==> config.mk <==
export PLATFORM = sky130hd
export DESIGN_NAME = regfile_wb_arbiter
export DESIGN_NICKNAME = d
export VERILOG_FILES = /design/src/rtl/regfile_wb_arbiter.sv
export SDC_FILE = /design/constraint.sdc
export NUM_CORES = 1
export LEC_CHECK = 0
export ABC_CLOCK_PERIOD_IN_PS = 5200
export BUFFER_PORTS_ARGS = -buffer_cell sky130_fd_sc_hd__buf_4
export CAP_MARGIN = 20
export CORE_MARGIN = 8
export CORE_UTILIZATION = 58
export DETAILED_ROUTE_END_ITERATION = 8
export PLACE_DENSITY = 0.84
export SKIP_CTS_REPAIR_TIMING = 1
export SYNTH_ARGS = -nofsm -noshare
export SYNTH_HDL_FRONTEND = slang
export SYNTH_SLANG_ARGS = --single-unit
==> constraint.sdc <==
create_clock -name clk -period 5.2 [get_ports clk]
set_clock_uncertainty 0.1 [all_clocks]
set_input_delay 0.26 -clock clk [delete_from_list [all_inputs] [get_ports clk]]
set_output_delay 0.26 -clock clk [all_outputs]
set_load 0.005 [all_outputs]
==> src/rtl/regfile_wb_arbiter.sv <==
// Write-back arbiter: two one-entry producer slots (ALU, memory) share the
// single Register_Bank write port under round-robin plus same-register age ordering.
`timescale 1ns/1ps

module regfile_wb_arbiter #(
    parameter int DATA_W     = 32,
    parameter int LOC_W      = 5,
    parameter bit DISCARD_R0 = 1'b1
) (
    input  logic              clk,
    input  logic              rst,
    input  logic              alu_valid,
    input  logic [LOC_W-1:0]  alu_loc,
    input  logic [DATA_W-1:0] alu_data,
    output logic              alu_ready,
    input  logic              mem_valid,
    input  logic [LOC_W-1:0]  mem_loc,
    input  logic [DATA_W-1:0] mem_data,
    output logic              mem_ready,
    output logic              write_enable,
    output logic [LOC_W-1:0]  write_loc,
    output logic [DATA_W-1:0] write_data,
    output logic [31:0]       pending_mask,
    output logic              busy
);

    // Register 0 never appears in the hazard mask when its writes are discarded.
    function automatic logic [31:0] loc_bit(input logic [LOC_W-1:0] loc);
        if (DISCARD_R0 && (loc == {LOC_W{1'b0}})) begin
            loc_bit = 32'd0;
        end else begin
            loc_bit = 32'd1 << loc;
        end
    endfunction

    logic              alu_full_r, mem_full_r;
    logic [LOC_W-1:0]  alu_loc_r, mem_loc_r;
    logic [DATA_W-1:0] alu_data_r, mem_data_r;
    logic              alu_young_r, mem_young_r;
    logic              rr_mem_r;

    logic              grant_alu_s, grant_mem_s, rr_toggle_s;
    logic              alu_older_s, mem_older_s;
    logic              alu_take_s, mem_take_s;
    logic              alu_full_s, mem_full_s, alu_young_s, mem_young_s;
    logic [LOC_W-1:0]  alu_loc_s, mem_loc_s, sel_loc_s, write_loc_s;
    logic [DATA_W-1:0] alu_data_s, mem_data_s, sel_data_s, write_data_s;
    logic              write_enable_s, busy_s;
    logic [31:0]       pending_mask_s;

    // Grant selection: age first, then same-register ordering, then round-robin.
    always_comb begin
        grant_alu_s = 1'b0;
        grant_mem_s = 1'b0;
        rr_toggle_s = 1'b0;
        alu_older_s = mem_young_r && !alu_young_r;
        mem_older_s = alu_young_r && !mem_young_r;
        if (alu_full_r && mem_full_r) begin
            if (alu_older_s) begin
                grant_alu_s = 1'b1;
            end else if (mem_older_s) begin
                grant_mem_s = 1'b1;
            end else if (alu_loc_r == mem_loc_r) begin
                // Same-edge capture to one register: the load is treated as older.
                grant_mem_s = 1'b1;
            end else begin
                rr_toggle_s = 1'b1;
                if (rr_mem_r) begin
                    grant_mem_s = 1'b1;
                end else begin
                    grant_alu_s = 1'b1;
                end
            end
        end else if (alu_full_r) begin
            grant_alu_s = 1'b1;
        end else if (mem_full_r) begin
            grant_mem_s = 1'b1;
        end else begin
            grant_alu_s = 1'b0;
        end
    end

    assign alu_ready  = rst && (!alu_full_r || grant_alu_s);
    assign mem_ready  = rst && (!mem_full_r || grant_mem_s);
    assign alu_take_s = alu_valid && alu_ready;
    assign mem_take_s = mem_valid && mem_ready;

    // Next slot contents, age flags and registered output values.
    always_comb begin
        alu_full_s  = alu_full_r;
        alu_loc_s   = alu_loc_r;
        alu_data_s  = alu_data_r;
        alu_young_s = alu_young_r;
        mem_full_s  = mem_full_r;
        mem_loc_s   = mem_loc_r;
        mem_data_s  = mem_data_r;
        mem_young_s = mem_young_r;
        if (alu_take_s) begin
            alu_full_s  = 1'b1;
            alu_loc_s   = alu_loc;
            alu_data_s  = alu_data;
            // Younger only if the other entry survives this edge.
            alu_young_s = mem_full_r && !grant_mem_s;
        end else if (grant_alu_s) begin
            alu_full_s  = 1'b0;
        end else if (grant_mem_s) begin
            alu_young_s = 1'b0;
        end else begin
            alu_full_s  = alu_full_r;
        end
        if (mem_take_s) begin
            mem_full_s  = 1'b1;
            mem_loc_s   = mem_loc;
            mem_data_s  = mem_data;
            mem_young_s = alu_full_r && !grant_alu_s;
        end else if (grant_mem_s) begin
            mem_full_s  = 1'b0;
        end else if (grant_alu_s) begin
            mem_young_s = 1'b0;
        end else begin
            mem_full_s  = mem_full_r;
        end
        if (grant_mem_s) begin
            sel_loc_s  = mem_loc_r;
            sel_data_s = mem_data_r;
        end else begin
            sel_loc_s  = alu_loc_r;
            sel_data_s = alu_data_r;
        end
        write_enable_s = (grant_alu_s || grant_mem_s) &&
                         !(DISCARD_R0 && (sel_loc_s == {LOC_W{1'b0}}));
        if (write_enable_s) begin
            write_loc_s  = sel_loc_s;
            write_data_s = sel_data_s;
        end else begin
            write_loc_s  = write_loc;
            write_data_s = write_data;
        end
        pending_mask_s = (alu_full_s ? loc_bit(alu_loc_s) : 32'd0) |
                         (mem_full_s ? loc_bit(mem_loc_s) : 32'd0);
        busy_s = alu_full_s || mem_full_s || write_enable_s;
    end

    // State and output registers; reset drops any buffered results.
    always_ff @(posedge clk or negedge rst) begin
        if (!rst) begin
            alu_full_r   <= 1'b0;
            alu_loc_r    <= {LOC_W{1'b0}};
            alu_data_r   <= {DATA_W{1'b0}};
            alu_young_r  <= 1'b0;
            mem_full_r   <= 1'b0;
            mem_loc_r    <= {LOC_W{1'b0}};
            mem_data_r   <= {DATA_W{1'b0}};
            mem_young_r  <= 1'b0;
            rr_mem_r     <= 1'b0;
            write_enable <= 1'b0;
            write_loc    <= {LOC_W{1'b0}};
            write_data   <= {DATA_W{1'b0}};
            pending_mask <= 32'd0;
            busy         <= 1'b0;
        end else begin
            alu_full_r   <= alu_full_s;
            alu_loc_r    <= alu_loc_s;
            alu_data_r   <= alu_data_s;
            alu_young_r  <= alu_young_s;
            mem_full_r   <= mem_full_s;
            mem_loc_r    <= mem_loc_s;
            mem_data_r   <= mem_data_s;
            mem_young_r  <= mem_young_s;
            rr_mem_r     <= rr_toggle_s ? !rr_mem_r : rr_mem_r;
            write_enable <= write_enable_s;
            write_loc    <= write_loc_s;
            write_data   <= write_data_s;
            pending_mask <= pending_mask_s;
            busy         <= busy_s;
        end
    end

endmodule

==> results by group, run 1 <==
Global route
  – Global route overflow: 0
  – Largest net degree at the start of global routing: between 80 and 90
  – First-pass GRT wire length: between 20 and 30 mm
  – Initial antenna violation count: 0
  – Vias in the first global route: 5083
  – Gr usage total: 22.3%

Final layout
  – Final Non-Filler Cells: 858
  – Layout cells sized above 1: a little under half
  – Synth-to-layout area growth: 38.4%
  – Number of antenna repair diodes: 0
  – Final #Nets: 780

Critical path
  – Endpoint class of the critical path: flip-flop
  – Max FO, Critical Path: 42
  – Worst-path cell chain: xor2_1 -> nor4b_1 -> a221o_2 -> nor2_1 -> nor3_4 -> buf_12 -> mux2_2
  – Arr. time, crit path: 3.87 ns
  – Startpoint types: flip-flop
  – Slowest CP cell: a221o_2
  – Critical Path RT: 5.40 ns
  – Worst path max stage delay: 0.91 ns
  – WS Path Type: reg2reg

Power and ir drop
  – Proportion of power drawn by the clock network: between 30% and 40%
  – P per Cell Area: 438 mW/mm^2
  – P_sw: 1.15 mW
  – Gate power share: between 20 and 30%
  – Sw Ratio: 28.6%
  – Final Power: a little over 4 mW
  – Int Power: 2.87 mW
  – Max VDD drop: 368 uV
  – Lkg Pwr: about 4.1 nW
  – Sequential share of power: about 41%

STA
  – Fmax: 272 MHz
  – Fin crit share: 70.6%
  – Max-slew headroom: 18.1%
  – RSZ-0062 raised after global routing: false
  – Final setup viols: 0
  – TNS Setup: 0 ns
  – Final hold violation count: 0
  – Max Transition Viols Final: 0
  – Worst-margin pin slew: roughly 1.2 ns
  – Tmin final: approximately 3.7 ns

Clocking
  – CTS Sinks: 150
  – CTS max path bufs: 2
  – TritonCTS clock tree: yes
  – Root Buffer: clkbuf_16
  – Clock Latency Late Sink: 0.42 ns
  – H-tree Lvls: 4
  – Clock Pin Slew Worst Setup and Hold Paths: 0.06 ns
  – TritonCTS Buffers: 17

Logic synthesis
  – Post-synth ARST share: between 90% and 100%
  – Post-Synth Adder-Cell Area: 0%
  – Most common cell in the synthesized netlist: dfrtp_1
  – Most used flip-flop cell after synthesis: dfrtp_1
  – List of most frequent post-synthesis cells: dfrtp_1 (150), mux2_2 (137), o32ai_1 (23)
  – Mux cell area share after synthesis: 26.2%
  – Number of synthesized flops with an enable pin: 0
  – Synth area leaders: dfrtp_1 (57%), mux2_2 (23%), o32ai_1 (3.0%)
  – Area leader, netlist: dfrtp_1
  – Mapped Cells: between 400 and 500
  – Synth Register Bits: 150
  – Mapped Area: 0.00663 sq mm
  – Post-synth net total: 568
  – Synthesized area per cell: 13.5 sq um
  – Synth Area in Simple Gates: a little under 7%
  – Number of synthesis warnings: 0
  – Share of the synthesized area in the top cell type: roughly 57%
  – Unique cell type count in the Yosys netlist: 51
  – Post-Synth XOR/XNOR Area: 0.792%
  – Largest family of logic cells by synthesized area: multiplexers
  – Compound-Gate Fraction of Synth Area: 7.09%
  – Seq/Total Area, Yosys: 56.6%

Placement
  – Placed insts: 759
  – Placer Congestion: 0.957
  – PortBufs: 150
  – HPWL after DPL: 11.3 mm

Outcome
  – Status: finished clean

Detailed routing
  – DR DRC count: 0
  – Post-route ant nets: 0
  – DR WL/cell: between 20 and 25 microns
  – Drt pass-1 iters: 5
  – DRT iter0 DRCs: 394
  – Via/cell ratio: between 5 and 6
  – Via Count: 5031
  – Routed WL: 18.7 mm

Floorplanning
  – Site row count: 39
  – Core ar.: between 0.01 and 0.015 sq mm
  – Die area: 0.0151 sq mm
  – Initial core utilization: between 50% and 60%
  – I/O pin count: ~150
  – Die X: 123 microns
  – Die Height: roughly 120 microns

Job
  – Max-Cap Viols: 0

Min path
  – Worst hold path type: in2reg
-- cells in the final DEF (no fill, tap or decap), types with 3 or more instances in the layout --
cell type and count:
mux2_1 8, bufinv_16 4, nand2_1 21, clkbuf_16 17
mux2i_1 9, inv_6 4, o22ai_1 9, xnor2_1 3
nor3_1 10, a31oi_1 6, inv_1 6, nor4b_1 4
xor2_1 3, nor2_1 14, dlygate4sd3_1 67, nand3_1 4
o32ai_1 23, nand2b_1 4, mux2_2 137, a21oi_1 3
o21ai_0 3, nor2b_1 14, dfrtp_1 150, buf_4 152
-- cell type report --
cell class | instances | area [sq um]
Clock buffer | 19 | 453
Clock inverter | 13 | 193
Fill cell | 596 | 2090
Inverter | 6 | 22.5
Multi-Input combinational cell | 306 | 2730
Sequential cell | 150 | 3750
Tap cell | 143 | 179
Timing Repair Buffer | 221 | 1840
-- sequential cells by signal, indices dropped and copies added, names as in the netlist --
signal / count
mem_data_r: 32
mem_young_r: 1
busy: 1
alu_young_r: 1
rr_mem_r: 1
pending_mask: 32
alu_loc_r: 5
mem_full_r: 1
write_loc: 5
alu_data_r: 32
alu_full_r: 1
write_data: 32
write_enable: 1
mem_loc_r: 5
-- path summary, 6_finish.rpt --
kind / startpoint / end / slack [ns] / cells after the start
setup / recovery: alu_loc_r[4]$_DFF_PN0_ / write_data[14]$_DFFE_PN0P_ / 1.53 / 7
hold / removal: alu_loc[1] / alu_loc_r[1]$_DFF_PN0_ / 0.02 / 3
hold reg to reg: write_data[5]$_DFFE_PN0P_ / write_data[5]$_DFFE_PN0P_ / 0.40 / 1
max in group asynchronous: rst / mem_data_r[22]$_DFFE_PN0N_ / 3.27 / 3
min in group asynchronous: rst / mem_data_r[2]$_DFFE_PN0N_ / 0.31 / 2
setup reg to reg: alu_loc_r[4]$_DFF_PN0_ / write_data[14]$_DFFE_PN0P_ / 1.53 / 7
-- logic make-up (layout without fill, tap and decap cells) --
group | count (synthesis) | in the layout
muxes | 155 | 155
DFF | 150 | 150
and+or+nand+nor | 84 | 84
AOI/OAI and AO/OA | 60 | 60
buffers and inverters | 34 | 259
xor gates and xnor gates | 6 | 6
other | 1 | 1
-- critical path: cells and delay by family, from the launching register on --
family / cells / cell delay [ns]
flops: 1 / 0.46
mux: 1 / 0.37
simple gates: 3 / 1.20
buf+inv: 1 / 0.28
xor+xnor: 1 / 0.22
compound gates: 1 / 0.91
-- power groups by stage --
stage | Combinational, mW | Sequential (mW) | Clock (mW)
floorplan | 0.541 | 1.58 | 0
global placement | 0.936 | 1.62 | 0
detailed placement | 0.972 | 1.64 | 0
CTS | 0.984 | 1.63 | 1.34
global route | 1.11 | 1.66 | 1.41
finish | 1.04 | 1.64 | 1.35
-- metrics by stage --
step                      worst slack, ns  cell area (sq um)  hold slack [ns]  utilization (%)
after floorplan                      2.73               6630           -0.136                -
after global placement               1.68               7860            0.216             69.7
after detailed placement             1.58               7860            0.232             69.7
after CTS                            1.54               8510           -0.216             75.5
final                                1.53               9180           0.0154             81.4
after global routing                 1.31               9180           0.0138             81.4
-- layer usage --
| metal | track usage, % | vias to the layer above | share of wire (%) |
|---|---|---|---|
| li1 | - | 2230 | - |
| met1 | 26.4 | 2513 | 38 |
| met2 | 36.6 | 261 | 52 |
| met3 | 8.17 | 27 | 8.8 |
| met4 | 8.61 | 0 | 1.5 |
| met5 | 0 | - | 0 |
No activity file was read; power rests on OpenSTA's default activity.
==> run 2: changes to the inputs <==
--- a/config.mk
+++ b/config.mk
@@ -5,13 +5,14 @@
 export SDC_FILE = /design/constraint.sdc
 export NUM_CORES = 1
 export LEC_CHECK = 0
-export ABC_CLOCK_PERIOD_IN_PS = 5200
+export ABC_AREA = 1
+export ABC_CLOCK_PERIOD_IN_PS = 3500
 export BUFFER_PORTS_ARGS = -buffer_cell sky130_fd_sc_hd__buf_4
 export CAP_MARGIN = 20
 export CORE_MARGIN = 8
-export CORE_UTILIZATION = 58
+export CORE_UTILIZATION = 54
 export DETAILED_ROUTE_END_ITERATION = 8
-export PLACE_DENSITY = 0.84
+export PLACE_DENSITY = 0.79
 export SKIP_CTS_REPAIR_TIMING = 1
 export SYNTH_ARGS = -nofsm -noshare
 export SYNTH_HDL_FRONTEND = slang
==> constraint.sdc (replaced) <==
create_clock -name clk -period 3.5 [get_ports clk]
set_clock_uncertainty 0.1 [all_clocks]
set_input_delay 0.175 -clock clk [delete_from_list [all_inputs] [get_ports clk]]
set_output_delay 0.175 -clock clk [all_outputs]
set_load 0.005 [all_outputs]
==> results by group, run 2 <==
Final layout
  – # fillers: 881 (+48%)
  – Layout cells sized above 1: 21.2% (-25 points)
  – Final #Nets: 1103 (+41%)
  – Synth-to-layout area growth: 35.9%
  – Most frequent cells in the layout: nand2_1 (373), buf_4 (160), dfrtp_1 (150)
  – Most common cell after layout, fill and taps aside: nand2_1
  – Number of antenna repair diodes: 0 (unchanged)

STA
  – Final hold violation count: 0 (unchanged)
  – Tmin final: 3.06 ns (-0.612 ns)
  – RSZ-0062 raised after global routing: false
  – Max-slew headroom: 42.8% (+25 points)
  – TNS Setup: 0 ns (unchanged)
  – Fin crit share: 87.5% (+17 points)
  – Max Transition Viols Final: 0 (unchanged)
  – Fmax: 327 MHz (+20%)
  – Hold_ws: 0.00616 ns (-0.00922 ns)
  – Worst-margin pin slew: 0.858 ns (-0.370 ns)
  – Final setup viols: 0 (unchanged)

Logic synthesis
  – Synth Register Bits: 150 (unchanged)
  – Seq/Total Area, Yosys: 56.2% (-0.40 points)
  – Post-synth net total: 894 (+57%)
  – Area leader, netlist: dfrtp_1
  – Share of the synthesized area in the top cell type: 56.2% (-0.40 points)
  – Synthesized area per cell: 8.19 sq um (-40%)
  – Number of synthesized flops with an enable pin: 0 (unchanged)
  – Unique cell type count in the Yosys netlist: 30 (-41%)
  – Number of synthesis warnings: 0 (unchanged)
  – Mapped Area: 0.00668 sq mm (+0.72%)
  – Most common cell in the synthesized netlist: nand2_1
  – Post-synth ARST share: 100% (unchanged)
  – Synth area leaders: dfrtp_1 (56%), nand2_1 (21%), o21ai_0 (4.8%)
  – List of most frequent post-synthesis cells: nand2_1 (373), dfrtp_1 (150), o21ai_0 (64)
  – Most used flip-flop cell after synthesis: dfrtp_1
  – Mapped Cells: 816 (+67%)

Floorplanning
  – Core ar.: 0.0121 sq mm (+7.0%)
  – Site row count: 40 (+2.6%)
  – Die Height: 127 microns (+3.5%)
  – Die X: 127 microns (+3.5%)
  – Die area: 0.0162 sq mm (+7.1%)
  – I/O pin count: 151 (unchanged)
  – Initial core utilization: 55.4% (-3.5 points)

Detailed routing
  – Routed WL: 19.3 mm (+3.4%)
  – Post-route ant nets: 0 (unchanged)
  – Via Count: 6174 (+23%)
  – DRT iter0 DRCs: 767 (+95%)
  – DR DRC count: 0 (unchanged)
  – DR WL/cell: 16.1 microns (-26%)
  – Drt pass-1 iters: 6 (+1)
  – Via/cell ratio: 5.14 (-12%)

Clocking
  – H-tree Lvls: 4 (unchanged)
  – TritonCTS clock tree: yes
  – TritonCTS Buffers: 17 (unchanged)
  – Root Buffer: clkbuf_16
  – Clock Pin Slew Worst Setup and Hold Paths: 0.06 ns (about the same)
  – CTS max path bufs: 2 (unchanged)
  – Clock Latency Late Sink: 0.42 ns (about the same)
  – CTS Sinks: 150 (unchanged)

Critical path
  – End of the worst register-to-register path: pending_mask[30]$_DFF_PN0_
  – Max FO, Critical Path: 19 (-55%)
  – Worst path max stage delay: 0.43 ns (-0.48 ns)
  – WS Path Type: reg2reg
  – Arr. time, crit path: 3.29 ns (-0.58 ns)
  – Worst reg-to-reg path cell count: 14 (+7)
  – Reg-to-reg startpoint: alu_loc_r[1]$_DFF_PN0_
  – FF-to-FF setup slack: 0.44 ns (-1.09 ns)
  – Endpoint class of the critical path: flip-flop
  – Slowest CP cell: nand3_2
  – Worst-path cell chain: inv_1 -> nand2_1 -> nand2_1 -> nor2_1 -> nand3_2 -> nand3_2 -> nand2_2 -> nand2_4 -> nand3_2 -> nand2_2 -> inv_1 -> nor2_1 -> inv_1 -> o21ai_0
  – Critical Path RT: 3.73 ns (-1.67 ns)
  – Startpoint types: flip-flop

Min path
  – Hold path start: alu_loc[0]
  – Worst hold path type: in2reg
  – Hold Path Sink: alu_loc_r[0]$_DFF_PN0_
  – Hold path depth: 3 (unchanged)

Job
  – Max-Cap Viols: 0 (unchanged)

Power and ir drop
  – Max VDD drop: 302 uV (-18%)
  – P per Cell Area: 567 mW/mm^2 (+29%)
  – Proportion of power drawn by the clock network: 31.3% (-2.2 points)
  – Sw Ratio: 30.9% (+2.3 points)
  – Sequential share of power: 43.4% (+2.7 points)
  – Gate power share: 25.3% (-0.5 points)
  – Int Power: 3.56 mW (+24%)
  – P_sw: 1.59 mW (+38%)
  – Lkg Pwr: 4.83 nW (+18%)

Placement
  – PortBufs: 150 (unchanged)
  – HPWL after DPL: 12.4 mm (+9.0%)
  – Placer Congestion: 0.928 (-3.1%)

Global route
  – GRT met2 Usage: 34.6% (-2.0 points)
  – Initial antenna violation count: 0 (unchanged)
  – Gr usage total: 22.8% (+0.48 points)
  – Top Usage Layer GRT: met2
  – Met3 Resource Use GR: 6.61% (-1.6 points)
  – GRT met1 Usage: 30.7% (+4.3 points)
  – Global route overflow: 0 (unchanged)
  – Largest net degree at the start of global routing: 66 (-20%)
  – Vias in the first global route: 5873 (+16%)
  – First-pass GRT wire length: 29.3 mm (+13%)

Outcome
  – Status: finished clean
[run 2: final cells by class]
| cell class | count | area [sq um] | share of cell area (%) |
|---|---|---|---|
| Sequential cell | 150 | 3750 | 41.3 |
| Multi-Input combinational cell | 568 | 2500 | 27.5 |
| Timing Repair Buffer | 229 | 1890 | 20.9 |
| Clock buffer | 22 | 444 | 4.89 |
| Inverter | 59 | 221 | 2.44 |
| Tap cell | 168 | 210 | 2.32 |
| Clock inverter | 6 | 57.6 | 0.634 |
[run 2: worst max path at each step]
stage,from,endpoint,slack [ns],cells after the start
4_1_cts,alu_loc_r[0]$_DFF_PN0_,pending_mask[30]$_DFF_PN0_,0.50,13
6_report,alu_loc_r[1]$_DFF_PN0_,pending_mask[30]$_DFF_PN0_,0.44,14
3_3_place_gp,alu_loc_r[0]$_DFF_PN0_,pending_mask[31]$_DFF_PN0_,0.59,13
3_5_place_dp,alu_loc_r[0]$_DFF_PN0_,pending_mask[30]$_DFF_PN0_,0.53,13
5_1_grt,alu_loc_r[4]$_DFF_PN0_,pending_mask[26]$_DFF_PN0_,0.20,14
2_1_floorplan,alu_loc_r[0]$_DFF_PN0_,busy$_DFF_PN0_,1.45,17
[run 2: critical path: cells and delay by family (launching register included)]
kind            cells  cell delay (ns)
simple gates       10             1.85
flops               1             0.39
buf+inv             3             0.38
compound gates      1             0.24
[run 2: metal layers]
| layer | part of all wire [%] | vias up |
|---|---|---|
| li1 | - | 2961 |
| met1 | 43 | 2904 |
| met2 | 47 | 277 |
| met3 | 7.9 | 32 |
| met4 | 1.7 | 0 |
| met5 | 0 | - |
[run 2: cell families after synthesis]
group,Yosys count,synth area share (%)
buf+inv,98,6.41
compound gates,80,6.84
flops,150,56.2
xor+xnor,2,0.262
simple gates,485,30.2
other cells,1,0.0561
[run 2: power groups by stage]
stage	combinational (mW)	clock, mW	sequential, mW
2_1_floorplan	0.659	0	2.23
3_3_place_gp	1.20	0	2.25
3_5_place_dp	1.22	0	2.25
4_1_cts	1.22	1.62	2.23
5_1_grt	1.45	1.71	2.27
6_report	1.30	1.61	2.24
[run 2: through the flow]
step	std cells	power, mW	utilization (%)	setup WS [ns]	instance area, sq um
floorplan	816	2.89	-	1.45	6680
global placement	1105	3.45	65.4	0.594	7890
detailed placement	1105	3.47	65.4	0.534	7890
CTS	1133	5.07	69.6	0.502	8390
global route	1202	5.43	75.3	0.201	9080
finish	1202	5.15	75.3	0.439	9080
==> run 3: changes to the inputs <==
--- a/config.mk
+++ b/config.mk
@@ -5,7 +5,7 @@
 export SDC_FILE = /design/constraint.sdc
 export NUM_CORES = 1
 export LEC_CHECK = 0
-export ABC_AREA = 1
+export ABC_AREA = 0
 export ABC_CLOCK_PERIOD_IN_PS = 3500
 export BUFFER_PORTS_ARGS = -buffer_cell sky130_fd_sc_hd__buf_4
 export CAP_MARGIN = 20
==> results by group, run 3 (synthesized netlist as in run 1, its figures left out) <==
Outcome
  – Status: finished clean

Min path
  – Worst hold path type: in2reg

Clocking
  – CTS Sinks: 150 (unchanged)
  – H-tree Lvls: 4 (unchanged)
  – Clock Latency Late Sink: 0.42 ns (about the same)
  – Root Buffer: clkbuf_16
  – TritonCTS Buffers: 17 (unchanged)
  – Clock Pin Slew Worst Setup and Hold Paths: 0.06 ns (about the same)
  – CTS max path bufs: 2 (unchanged)
  – TritonCTS clock tree: yes

Final layout
  – Most common cell after layout, fill and taps aside: buf_4
  – Post-layout util: 77.1% (+1.8 points)
  – Most frequent cells in the layout: buf_4 (157), dfrtp_1 (150), mux2_2 (137)
  – Layout cells sized above 1: 46.2% (+25 points)
  – Final #Nets: 793 (-28%)
  – # fillers: 748 (-15%)
  – Synth-to-layout area growth: 39.6%
  – Number of antenna repair diodes: 0 (unchanged)

Placement
  – HPWL after DPL: 11.6 mm (-6.1%)
  – PortBufs: 150 (unchanged)
  – Placer Congestion: 0.849 (-8.6%)

STA
  – Tmin final: 2.87 ns (-0.187 ns)
  – Fmax: 348 MHz (+6.5%)
  – Max-slew headroom: 49.7% (+6.8 points)
  – Fin crit share: 82.1% (-5.3 points)
  – RSZ-0062 raised after global routing: false
  – Final hold violation count: 0 (unchanged)
  – TNS Setup: 0 ns (unchanged)
  – Worst-margin pin slew: 0.734 ns (-0.124 ns)
  – Max Transition Viols Final: 0 (unchanged)
  – Final setup viols: 0 (unchanged)

Detailed routing
  – Via Count: 4944 (-20%)
  – DR WL/cell: 20.7 microns (+29%)
  – DRT iter0 DRCs: 474 (-38%)
  – Via/cell ratio: 5.66 (+10%)
  – Routed WL: 18.1 mm (-6.4%)
  – Post-route ant nets: 0 (unchanged)
  – DR DRC count: 0 (unchanged)
  – Drt pass-1 iters: 6 (unchanged)

Critical path
  – FF-to-FF setup slack: 0.63 ns (+0.19 ns)
  – Worst reg-to-reg path cell count: 6 (-8)
  – Worst path max stage delay: 0.64 ns (+0.21 ns)
  – Worst-path cell chain: xor2_1 -> nor3_1 -> a211oi_2 -> nor2_4 -> mux2i_1 -> o32ai_1
  – Worst setup path endpoint: pending_mask[5]$_DFF_PN0_
  – Reg-to-reg startpoint: alu_loc_r[3]$_DFF_PN0_
  – Arr. time, crit path: 3.04 ns (-0.25 ns)
  – Max FO, Critical Path: 15 (-4)
  – WS Path Type: reg2reg
  – Slowest CP cell: mux2i_1
  – Startpoint types: flip-flop
  – Critical Path RT: 3.66 ns (-0.07 ns)
  – Endpoint class of the critical path: flip-flop
  – End of the worst register-to-register path: pending_mask[5]$_DFF_PN0_
  – CP startpoint: alu_loc_r[3]$_DFF_PN0_

Power and ir drop
  – Max VDD drop: 444 uV (+47%)
  – P per Cell Area: 624 mW/mm^2 (+10%)
  – Sw Ratio: 27.5% (-3.4 points)
  – Sequential share of power: 41.7% (-1.7 points)
  – Int Power: 4.19 mW (+18%)
  – Lkg Pwr: 4.14 nW (-14%)
  – Gate power share: 26.7% (+1.4 points)
  – Final Power: 5.78 mW (+12%)
  – P_sw: 1.59 mW (-0.11%)
  – Proportion of power drawn by the clock network: 31.6% (+0.3 points)

Floorplanning
  – Die Height: 127 microns (-0.31%)
  – Die area: 0.0161 sq mm (-0.63%)
  – Initial core utilization: 55.2% (-0.17 points)
  – Core ar.: 0.0120 sq mm (-0.42%)
  – Site row count: 40 (unchanged)
  – I/O pin count: 151 (unchanged)
  – Die X: 127 microns (-0.31%)

Job
  – Max-Cap Viols: 0 (unchanged)

Global route
  – First-pass GRT wire length: 26.8 mm (-8.6%)
  – Gr usage total: 21.0% (-1.7 points)
  – Largest net degree at the start of global routing: 62 (-6.1%)
  – Vias in the first global route: 5015 (-15%)
  – Initial antenna violation count: 0 (unchanged)
  – Global route overflow: 0 (unchanged)
run 3: changes by cell type in the layout (fill, tap and decap cells not counted), sizes merged, moves of 23 or more:
cell / previous run / this run
o32ai: 0 / 23
nand2: 387 / 21
o21ai: 76 / 4
mux2: 0 / 145
inv: 58 / 6
nand3: 48 / 4
run 3: worst min path at each step:
| stage | from | end | cells after the start |
|---|---|---|---|
| 2_1_floorplan | rst | alu_data_r[0]$_DFFE_PN0N_ | 0 |
| 3_3_place_gp | rst | mem_data_r[4]$_DFFE_PN0N_ | 1 |
| 3_5_place_dp | rst | mem_data_r[4]$_DFFE_PN0N_ | 1 |
| 4_1_cts | rst | mem_data_r[4]$_DFFE_PN0N_ | 1 |
| 5_1_grt | alu_loc[2] | alu_loc_r[2]$_DFF_PN0_ | 4 |
| 6_report | alu_loc[2] | alu_loc_r[2]$_DFF_PN0_ | 4 |
run 3: final cells by class:
type                            instances  area [sq um]  share of cell area, %
Multi-Input combinational cell        306          2730                   29.5
Inverter                                6          22.5                  0.243
Clock buffer                           23           508                   5.49
Tap cell                              147           184                   1.99
Sequential cell                       150          3750                   40.5
Timing Repair Buffer                  234          1960                   21.2
Clock inverter                          8          95.1                   1.03
run 3: worst max-delay path: cells and delay by family, from the launching register on:
family	cells	cell delay (ns)
mux	1	0.64
compound gates	2	0.83
xor+xnor	1	0.31
flops	1	0.52
simple gates	2	0.32
run 3: power groups by stage:
stage                     logic, mW  clock network (mW)  registers, mW
final                          1.54                1.83           2.41
after global routing           1.66                1.93           2.46
after CTS                      1.47                1.85           2.41
after detailed placement       1.46                   0           2.42
after global placement         1.41                   0           2.40
after floorplan               0.804                   0           2.34
run 3: stage by stage:
stage / hold WS, ns / setup WS [ns] / area, sq um / cells
2_1_floorplan: -0.221 / 1.03 / 6630 / 490
3_3_place_gp: 0.0486 / 0.732 / 7900 / 768
3_5_place_dp: 0.0601 / 0.658 / 7900 / 768
4_1_cts: -0.385 / 0.642 / 8510 / 799
5_1_grt: 0.139 / 0.410 / 9260 / 874
6_report: 0.108 / 0.626 / 9260 / 874
run 3: per-layer routing:
metal,global-route usage [%],routed length (microns),vias up
met5,0,0,-
met4,7.91,329,0
met3,8.04,1270,27
met2,33.8,9150,191
met1,25.2,7330,2475
li1,-,-,2251
